===== src/rtl/minifloat_accumulator.sv =====
// Sums N_TERMS minifloat products exactly in a signed fixed-point register and
// emits one round-to-nearest-even minifloat per group, in the multiplier's format.
module minifloat_accumulator #(
   parameter int unsigned n        = 8,
   parameter int unsigned exponent = 3,
   parameter int unsigned fraction = 4,
   parameter int unsigned N_TERMS  = 4,
   parameter int unsigned ACC_W    = 16
) (
   input  logic         clk,
   input  logic         rst,
   input  logic [n-1:0] input_z,
   input  logic         input_z_stb,
   output logic         in_ready,
   output logic [n-1:0] output_s,
   output logic         output_s_stb,
   output logic         drop_err
);

   localparam int unsigned BIAS  = (1 << (exponent - 1)) - 1;
   localparam int unsigned CNT_W = $clog2(N_TERMS + 1);
   localparam int unsigned EW    = $clog2(ACC_W) + 2;
   localparam int unsigned FW1   = fraction + 1;
   localparam int          E_TOP = int'(ACC_W) - 1 - int'(fraction + BIAS - 1);
   localparam logic signed [EW-1:0] E_MIN_W = EW'(1 - int'(BIAS));
   localparam logic signed [EW-1:0] E_MAX_W = EW'(int'(1 << exponent) - 2 - int'(BIAS));
   localparam logic [n-1:0] NAN_W = {1'b1, {exponent{1'b1}}, 1'b1, {(fraction - 1){1'b0}}};

   typedef enum logic [2:0] {
      S_COLLECT, S_CONVERT, S_ADD, S_ABS, S_NORM, S_ROUND, S_PACK, S_OUT
   } state_e;

   state_e                 state_q;
   logic [n-1:0]           word_q;
   logic signed [ACC_W-1:0] acc_q;
   logic [CNT_W-1:0]       cnt_q;
   logic                   nan_q, pinf_q, ninf_q;
   logic                   sign_q, uflow_q;
   logic [ACC_W-1:0]       mag_q;
   logic signed [EW-1:0]   exp_q;
   logic [fraction-1:0]    frac_q;
   logic [n-1:0]           out_q;
   logic                   out_stb_q, in_ready_q, drop_q;

   logic [exponent-1:0]    fld_c;
   logic [fraction-1:0]    frc_c;
   logic                   is_spec_c, is_norm_c;
   logic [ACC_W-1:0]       term_mag_c, abs_c;
   logic [fraction-1:0]    kept_c;
   logic                   guard_c, sticky_c, rnd_up_c;
   logic [fraction:0]      rsum_c;

   // Term decode of the latched word and RNE increment of the normalised magnitude
   always_comb begin
      fld_c      = word_q[n-2:fraction];
      frc_c      = word_q[fraction-1:0];
      is_spec_c  = &fld_c;
      is_norm_c  = (fld_c != '0) && !is_spec_c;
      term_mag_c = ACC_W'({1'b1, frc_c}) << (fld_c - exponent'(1));
      abs_c      = acc_q[ACC_W-1] ? $unsigned(-acc_q) : $unsigned(acc_q);
      kept_c     = mag_q[ACC_W-2 -: fraction];
      guard_c    = mag_q[ACC_W-2-fraction];
      sticky_c   = |mag_q[ACC_W-3-fraction:0];
      rnd_up_c   = guard_c & (sticky_c | kept_c[0]);
      rsum_c     = {1'b0, kept_c} + FW1'(rnd_up_c);
   end

   always_ff @(posedge clk or negedge rst) begin
      if (!rst) begin
         state_q    <= S_COLLECT;
         word_q     <= '0;
         acc_q      <= '0;
         cnt_q      <= '0;
         nan_q      <= 1'b0;
         pinf_q     <= 1'b0;
         ninf_q     <= 1'b0;
         sign_q     <= 1'b0;
         uflow_q    <= 1'b0;
         mag_q      <= '0;
         exp_q      <= '0;
         frac_q     <= '0;
         out_q      <= '0;
         out_stb_q  <= 1'b0;
         in_ready_q <= 1'b1;
         drop_q     <= 1'b0;
      end else begin
         if (input_z_stb && (state_q != S_COLLECT)) drop_q <= 1'b1;
         case (state_q)
            S_COLLECT: begin
               if (input_z_stb) begin
                  word_q     <= input_z;
                  in_ready_q <= 1'b0;
                  state_q    <= S_CONVERT;
               end
            end
            S_CONVERT: begin
               if (is_spec_c) begin
                  if (frc_c != '0)    nan_q  <= 1'b1;
                  else if (word_q[n-1]) ninf_q <= 1'b1;
                  else                pinf_q <= 1'b1;
               end
               state_q <= S_ADD;
            end
            S_ADD: begin
               if (is_norm_c)
                  acc_q <= word_q[n-1] ? acc_q - $signed(term_mag_c)
                                       : acc_q + $signed(term_mag_c);
               cnt_q <= cnt_q + CNT_W'(1);
               if (cnt_q == CNT_W'(N_TERMS - 1)) begin
                  state_q <= S_ABS;
               end else begin
                  in_ready_q <= 1'b1;
                  state_q    <= S_COLLECT;
               end
            end
            S_ABS: begin
               sign_q  <= acc_q[ACC_W-1];
               mag_q   <= abs_c;
               exp_q   <= EW'(E_TOP);
               state_q <= S_NORM;
            end
            // exp_q tracks the leading-one position as the magnitude is shifted up
            S_NORM: begin
               if (mag_q == '0) begin
                  state_q <= S_PACK;
               end else if (mag_q[ACC_W-1]) begin
                  state_q <= S_ROUND;
               end else begin
                  mag_q <= mag_q << 1;
                  exp_q <= exp_q - EW'(1);
               end
            end
            S_ROUND: begin
               uflow_q <= (exp_q < E_MIN_W);
               frac_q  <= rsum_c[fraction-1:0];
               if (rsum_c[fraction]) exp_q <= exp_q + EW'(1);
               state_q <= S_PACK;
            end
            S_PACK: begin
               if (nan_q || (pinf_q && ninf_q))
                  out_q <= NAN_W;
               else if (pinf_q || ninf_q)
                  out_q <= {ninf_q, {exponent{1'b1}}, {fraction{1'b0}}};
               else if ((mag_q == '0) || uflow_q)
                  out_q <= '0;
               else if (exp_q > E_MAX_W)
                  out_q <= {sign_q, {exponent{1'b1}}, {fraction{1'b0}}};
               else
                  out_q <= {sign_q, exponent'(exp_q + EW'(BIAS)), frac_q};
               out_stb_q <= 1'b1;
               state_q   <= S_OUT;
            end
            S_OUT: begin
               out_stb_q  <= 1'b0;
               acc_q      <= '0;
               cnt_q      <= '0;
               nan_q      <= 1'b0;
               pinf_q     <= 1'b0;
               ninf_q     <= 1'b0;
               in_ready_q <= 1'b1;
               state_q    <= S_COLLECT;
            end
            default: state_q <= S_COLLECT;
         endcase
      end
   end

   assign in_ready     = in_ready_q;
   assign output_s     = out_q;
   assign output_s_stb = out_stb_q;
   assign drop_err     = drop_q;

endmodule


===== config.mk =====
export PLATFORM = sky130hd
export DESIGN_NAME = minifloat_accumulator
export DESIGN_NICKNAME = d
export VERILOG_FILES = /design/src/rtl/minifloat_accumulator.sv
export SDC_FILE = /design/constraint.sdc
export NUM_CORES = 1
export LEC_CHECK = 0
export CORE_MARGIN = 2
export CORE_UTILIZATION = 60
export CTS_BUF_LIST = sky130_fd_sc_hd__clkbuf_16
export DETAILED_ROUTE_END_ITERATION = 10
export PLACE_DENSITY_LB_ADDON = 0.2
export SLEW_MARGIN = 25
export SYNTH_ARGS = -nofsm -noshare
export SYNTH_HDL_FRONTEND = slang
export SYNTH_SLANG_ARGS = --single-unit

===== constraint.sdc =====
create_clock -name clk -period 7 [get_ports clk]
set_input_delay 1.4 -clock clk [delete_from_list [all_inputs] [get_ports clk]]
set_output_delay 1.4 -clock clk [all_outputs]
set_load 0.02 [all_outputs]

* Word level (Yosys, flattened, before mapping)
Cells that the tools add are included.
Storage, ports and cells: bits in registers 72, latch bits 0, RAM bits 0, memory bits (read-only) 0, bits of input ports 11, output and inout port bits 11, logic and storage cells 117, memories 0
Cells by class: add/subtract/negate cells 9, multiply operators 0, divide/modulo/power cells 0, $lt $le $gt $ge 2, eq/ne operators 20, shifts and indexed selects 1, multiplexer cells 36, bitwise logic cells 2, reduce and logical (&&, ||, !) cells 30
Operators with widths (count):
- $mux 16 | 5
- $pmux 16 s2 | 2
- $mux 8 | 3
- $pmux 3 s8 | 1
- $ne 2x2->1 const B | 11
- $mux 6 | 3
- $pmux 6 s3 | 1
- $add 16x16->16 | 1
- $logic_not 16->1 | 1
- $neg 16->16 | 1
- $shl 5x3->16 | 1
- $sub 16x16->16 | 1
- $eq 3x3->1 const B | 4
- $reduce_and 3->1 | 4
- $reduce_and 4->1 | 3
- $reduce_bool 3->1 | 4
- $mux 1 | 10
- $reduce_or 10->1 | 1
- $eq 3x2->1 const B | 3
- $mux 3 | 3
- $pmux 1 s2 | 4
- $reduce_and 2->1 | 4
- $reduce_bool 2->1 | 4
- $mux 7 | 1
- 20 further kinds | 24

* Depth between registers and ports, before layout
depth in word-level cells 6, gate-level depth with buffers 19, mapped depth without buffers 17

* Least setup slack after synthesis
OpenSTA, ideal clock, no wires.
kind register to register, from register word_q[4], to register acc_q[14], library setup time 0.069 ns, data arrival time 3.763 ns, data required time 6.931 ns, setup slack 3.168 ns, stages on the path, launching flop included 17, buffers on the path 1, clock period less this slack 3.832 ns, cell sequence dfrtp_1 > inv_2 > ha_1 > xnor2_1 > clkbuf_1 > nand2_1 > ha_1 > nor2b_1 > a31o_2 > fa_1 > nor2b_1 > o31a_1 > o21ai_1 > a21oi_1 > nor4_1 > or4_1 > nand3_1
On the way: longest elaborated chain between the ends 6, elaborated cells on any way between the ends 13, those cells by class add/sub (3); eq/ne (1); shift (1); mux (3); reduce/logical (5)
Ends and longest elaborated chain:
- start: declaration | RTL line 34 | logic [n-1:0] word_q;
- start signal: assignment | RTL line 91 | word_q <= input_z;
- $sub 3x1->3 | RTL line 59 | term_mag_c = ACC_W'({1'b1, frc_c}) << (fld_c - exponent'(1));
- $shl 5x3->16 | RTL line 59
- $add 16x16->16 or $sub 16x16->16 (tied branches) | RTL line 107, 106
- $mux 16 | RTL line 106 | acc_q <= word_q[n-1] ? acc_q - $signed(term_mag_c)
- $mux 16 | RTL line 105 | if (is_norm_c)
- $pmux 16 s2 | RTL line 88 | case (state_q)
- end signal: assignment | RTL line 106
- end: declaration | RTL line 35 | logic signed [ACC_W-1:0] acc_q;
Parallel ways exist; a longest one is shown, timed or not. The select of a mux whose other input is x is not followed. A chain may end at the register's enable or synchronous reset.

* Worst setup path after layout
Same ends and word-level chain as after synthesis.

==> impl_metrics.json <==
{
  "place.gp.congestion": 0.884,
  "vias": 4294,
  "syn2layout_area_growth_pct": 11.5,
  "grt_max_degree": 73,
  "grt_overflow": 0,
  "grt_pass1_vias": 4224,
  "cts_hold_buf": 0,
  "wirelength_um": 11600,
  "worstPathRequired_ps": 7280,
  "critPathSlowestCell": "dfrtp_1",
  "finalCritPeriodShare": 0.657,
  "drt_iter0_markers": 222,
  "fill_cells": 671,
  "yosys_warnings": 0,
  "hp-class": "reg -> reg",
  "setup_violations": 0,
  "worst_setup_path_start_kind": "register",
  "arrival_ps": 4870,
  "wire_per_inst_um": 16.6,
  "rows": 33,
  "diodes": 0,
  "fin_crit_ps": 4600,
  "reg2reg_slack_ps": 2400,
  "clk_latency_ps": 340,
  "fp.dieW_um": 95.8,
  "core_sq_mm": 0.00818,
  "dp_hpwl_um": 8270,
  "drv_slew": 0,
  "worstMarginPinSlew_ps": 922,
  "stdcell_count": 699,
  "cts_resized": 0,
  "clk_pin_slew_ps": 70,
  "avgViaCountPerCell": 6.14,
  "postCtsSetupRepairBufs": 0,
  "end_kind": "register",
  "antenna_found_initial": 0,
  "skew_ps": 8.42,
  "ys_seq_area_frac": 0.356,
  "layout.nets": 630,
  "synth_area_per_cell_sq_um": 8.71,
  "final_area_sq_mm": 0.00564,
  "detail-route-antenna-nets": 0,
  "cts_tree": "built",
  "ios": 22,
  "syn_inst": 581,
  "die_area_sq_mm": 0.00918,
  "worst-path-max-fanout": 18,
  "slowest_delay_ps": 640,
  "ys_types": 72,
  "syn_nets": 622,
  "yosys_most_used_dff": "dfrtp_1",
  "rsz0062_at_grt": "no",
  "clock-sinks": 72,
  "status": "finished, final reports clean",
  "hold_violations": 0,
  "drive_gt1_frac": 0.0825,
  "cts_max_level": 3,
  "synth_edf_count": 0,
  "initial_core_util": 0.619,
  "clk_path_buf_depth": 2,
  "cts_buffers": 9,
  "ys_ff_latch": 72,
  "crit_type": "reg -> reg",
  "async_reset_ff_frac": 1.00,
  "fin_setup_tns_ps": 0,
  "drc": 0,
  "io_buffers": 21,
  "place_area_sq_mm": 0.00531,
  "die_h_um": 95.8,
  "dp_worst_setup_slack_ps": 2440,
  "netlist_area_sq_mm": 0.00506,
  "crit_chain": "inv_2 -> ha_1 -> mux2_2 -> nand2_1 -> o21ai_1 -> o32ai_2 -> nand3b_2 -> nor2b_1 -> xnor2_1 -> ha_1 -> nand2_1 -> o21ai_1 -> nor2_1 -> a21oi_1 -> nor4_1 -> or4_1 -> nand3_1",
  "setup_slack_ps": 2400,
  "maxCapViolCount": 0,
  "grt_pass1_wl_um": 19800,
  "max_freq_mhz": 218,
  "grt_use_total": 0.273,
  "drt-pass1-iter-count": 4,
  "dp_cells": 683,
  "relSlewSlack": 0.385,
  "cts_root_buf": "clkbuf_16"
}
[cell usage in the layout, fill, tap and decap left out, types with 3 or more instances in the layout]
cell | Yosys | routed
nor2b_1 | 9 | 9
mux2_2 | 5 | 5
a22o_1 | 5 | 5
clkbuf_16 | 0 | 9
dfrtp_1 | 71 | 71
o22ai_1 | 15 | 15
a21oi_1 | 48 | 48
buf_4 | 1 | 4
and3_1 | 3 | 3
o21ai_0 | 25 | 25
o21bai_1 | 3 | 3
xnor2_1 | 23 | 23
nor3_1 | 14 | 14
o21ai_1 | 22 | 22
o21a_1 | 8 | 8
mux2_1 | 5 | 5
mux2i_1 | 6 | 6
nand3_1 | 21 | 21
o31ai_1 | 11 | 11
a211oi_1 | 5 | 5
nor3b_1 | 5 | 5
a31oi_1 | 3 | 3
nand2_1 | 53 | 53
or4_1 | 3 | 3
clkdlybuf4s50_1 | 0 | 20
ha_1 | 28 | 28
nor2_1 | 57 | 57
nor4_1 | 6 | 6
inv_1 | 17 | 17
clkinv_4 | 0 | 3
nand2b_1 | 10 | 10
xor2_1 | 13 | 13
a21o_1 | 7 | 7
[logic make-up (layout without fill, tap and decap cells)]
group                    Yosys count  count (layout)  share of synthesized area
AND/OR/NAND/NOR                  203             203                      0.205
AO/OA/AOI/OAI                    177             177                      0.228
flip-flops                        72              72                      0.356
buffers and inverters             47              60                     0.0369
XOR/XNOR                          36              36                     0.0623
adder cells (fa/ha/maj)           30              30                     0.0772
multiplexers                      16              16                     0.0341
[flip-flops by register name, summed over array words and instances (netlist names)]
register and count:
acc_q 16, cnt_q 3, drop_err 1, exp_q 6, frac_q 4, in_ready 1, mag_q 16, nan_q 1
ninf_q 1, output_s 8, output_s_stb 1, pinf_q 1, sign_q 1, state_q 3, uflow_q 1, word_q 8
[per-layer routing]
| layer | track usage | vias up | part of all wire |
|---|---|---|---|
| li1 | - | 2117 | - |
| met1 | 0.353 | 2072 | 0.44 |
| met3 | 0.0439 | 17 | 0.038 |
| met4 | 0.0821 | 0 | 0.017 |
| met5 | 0 | - | 0 |
| met2 | 0.473 | 88 | 0.51 |
[critical path, delay by kind of cell, from the launching register on]
kind	cells	cell delay, ps
compound gates	4	930
xor+xnor	1	160
fa+ha+maj	2	1010
buf+inv	1	160
flops	1	640
mux	1	430
simple gates	8	1200
[layout make-up]
class | count | area (sq um) | share of cell area
clock buffers | 9 | 225 | 0.0399
clock inverters | 7 | 105 | 0.0186
inverters | 19 | 71.3 | 0.0126
multi-input cells | 462 | 3070 | 0.544
flip-flops and latches | 72 | 1800 | 0.320
well taps | 105 | 131 | 0.0233
repair buffers | 25 | 235 | 0.0417
[cells in the mapped netlist, types with 7 or more instances]
cell | number | share of area
a21o_1 | 7 | 0.010
a21oi_1 | 48 | 0.047
clkbuf_1 | 22 | 0.016
dfrtp_1 | 71 | 0.35
ha_1 | 28 | 0.069
inv_1 | 17 | 0.013
nand2_1 | 53 | 0.039
nand2b_1 | 10 | 0.012
nand3_1 | 21 | 0.021
nor2_1 | 57 | 0.042
nor2b_1 | 9 | 0.011
nor3_1 | 14 | 0.014
o21a_1 | 8 | 0.012
o21ai_0 | 25 | 0.025
o21ai_1 | 22 | 0.022
o22ai_1 | 15 | 0.019
o31ai_1 | 11 | 0.016
xnor2_1 | 23 | 0.040
xor2_1 | 13 | 0.023
[worst paths after layout]
kind                           start         to  cells after the start
max in group asynchronous        rst  acc_q[11]                      2
hold / removal              drop_err   drop_err                      1
setup reg to reg           word_q[4]  acc_q[14]                     17
setup / recovery           word_q[4]  acc_q[14]                     17
hold reg to reg             drop_err   drop_err                      1
min in group asynchronous        rst   exp_q[2]                      2
[through the flow]
| step | hold WS (ps) | utilization |
|---|---|---|
| after floorplan | 449 | - |
| after global placement | 449 | 0.650 |
| after detailed placement | 455 | 0.650 |
| after CTS | 471 | 0.690 |
| after global routing | 504 | 0.690 |
| final | 464 | 0.690 |
Power is left out: the tool's default activity adds up to more than one toggle a clock period on the data nets, which glitch-free logic cannot reach.
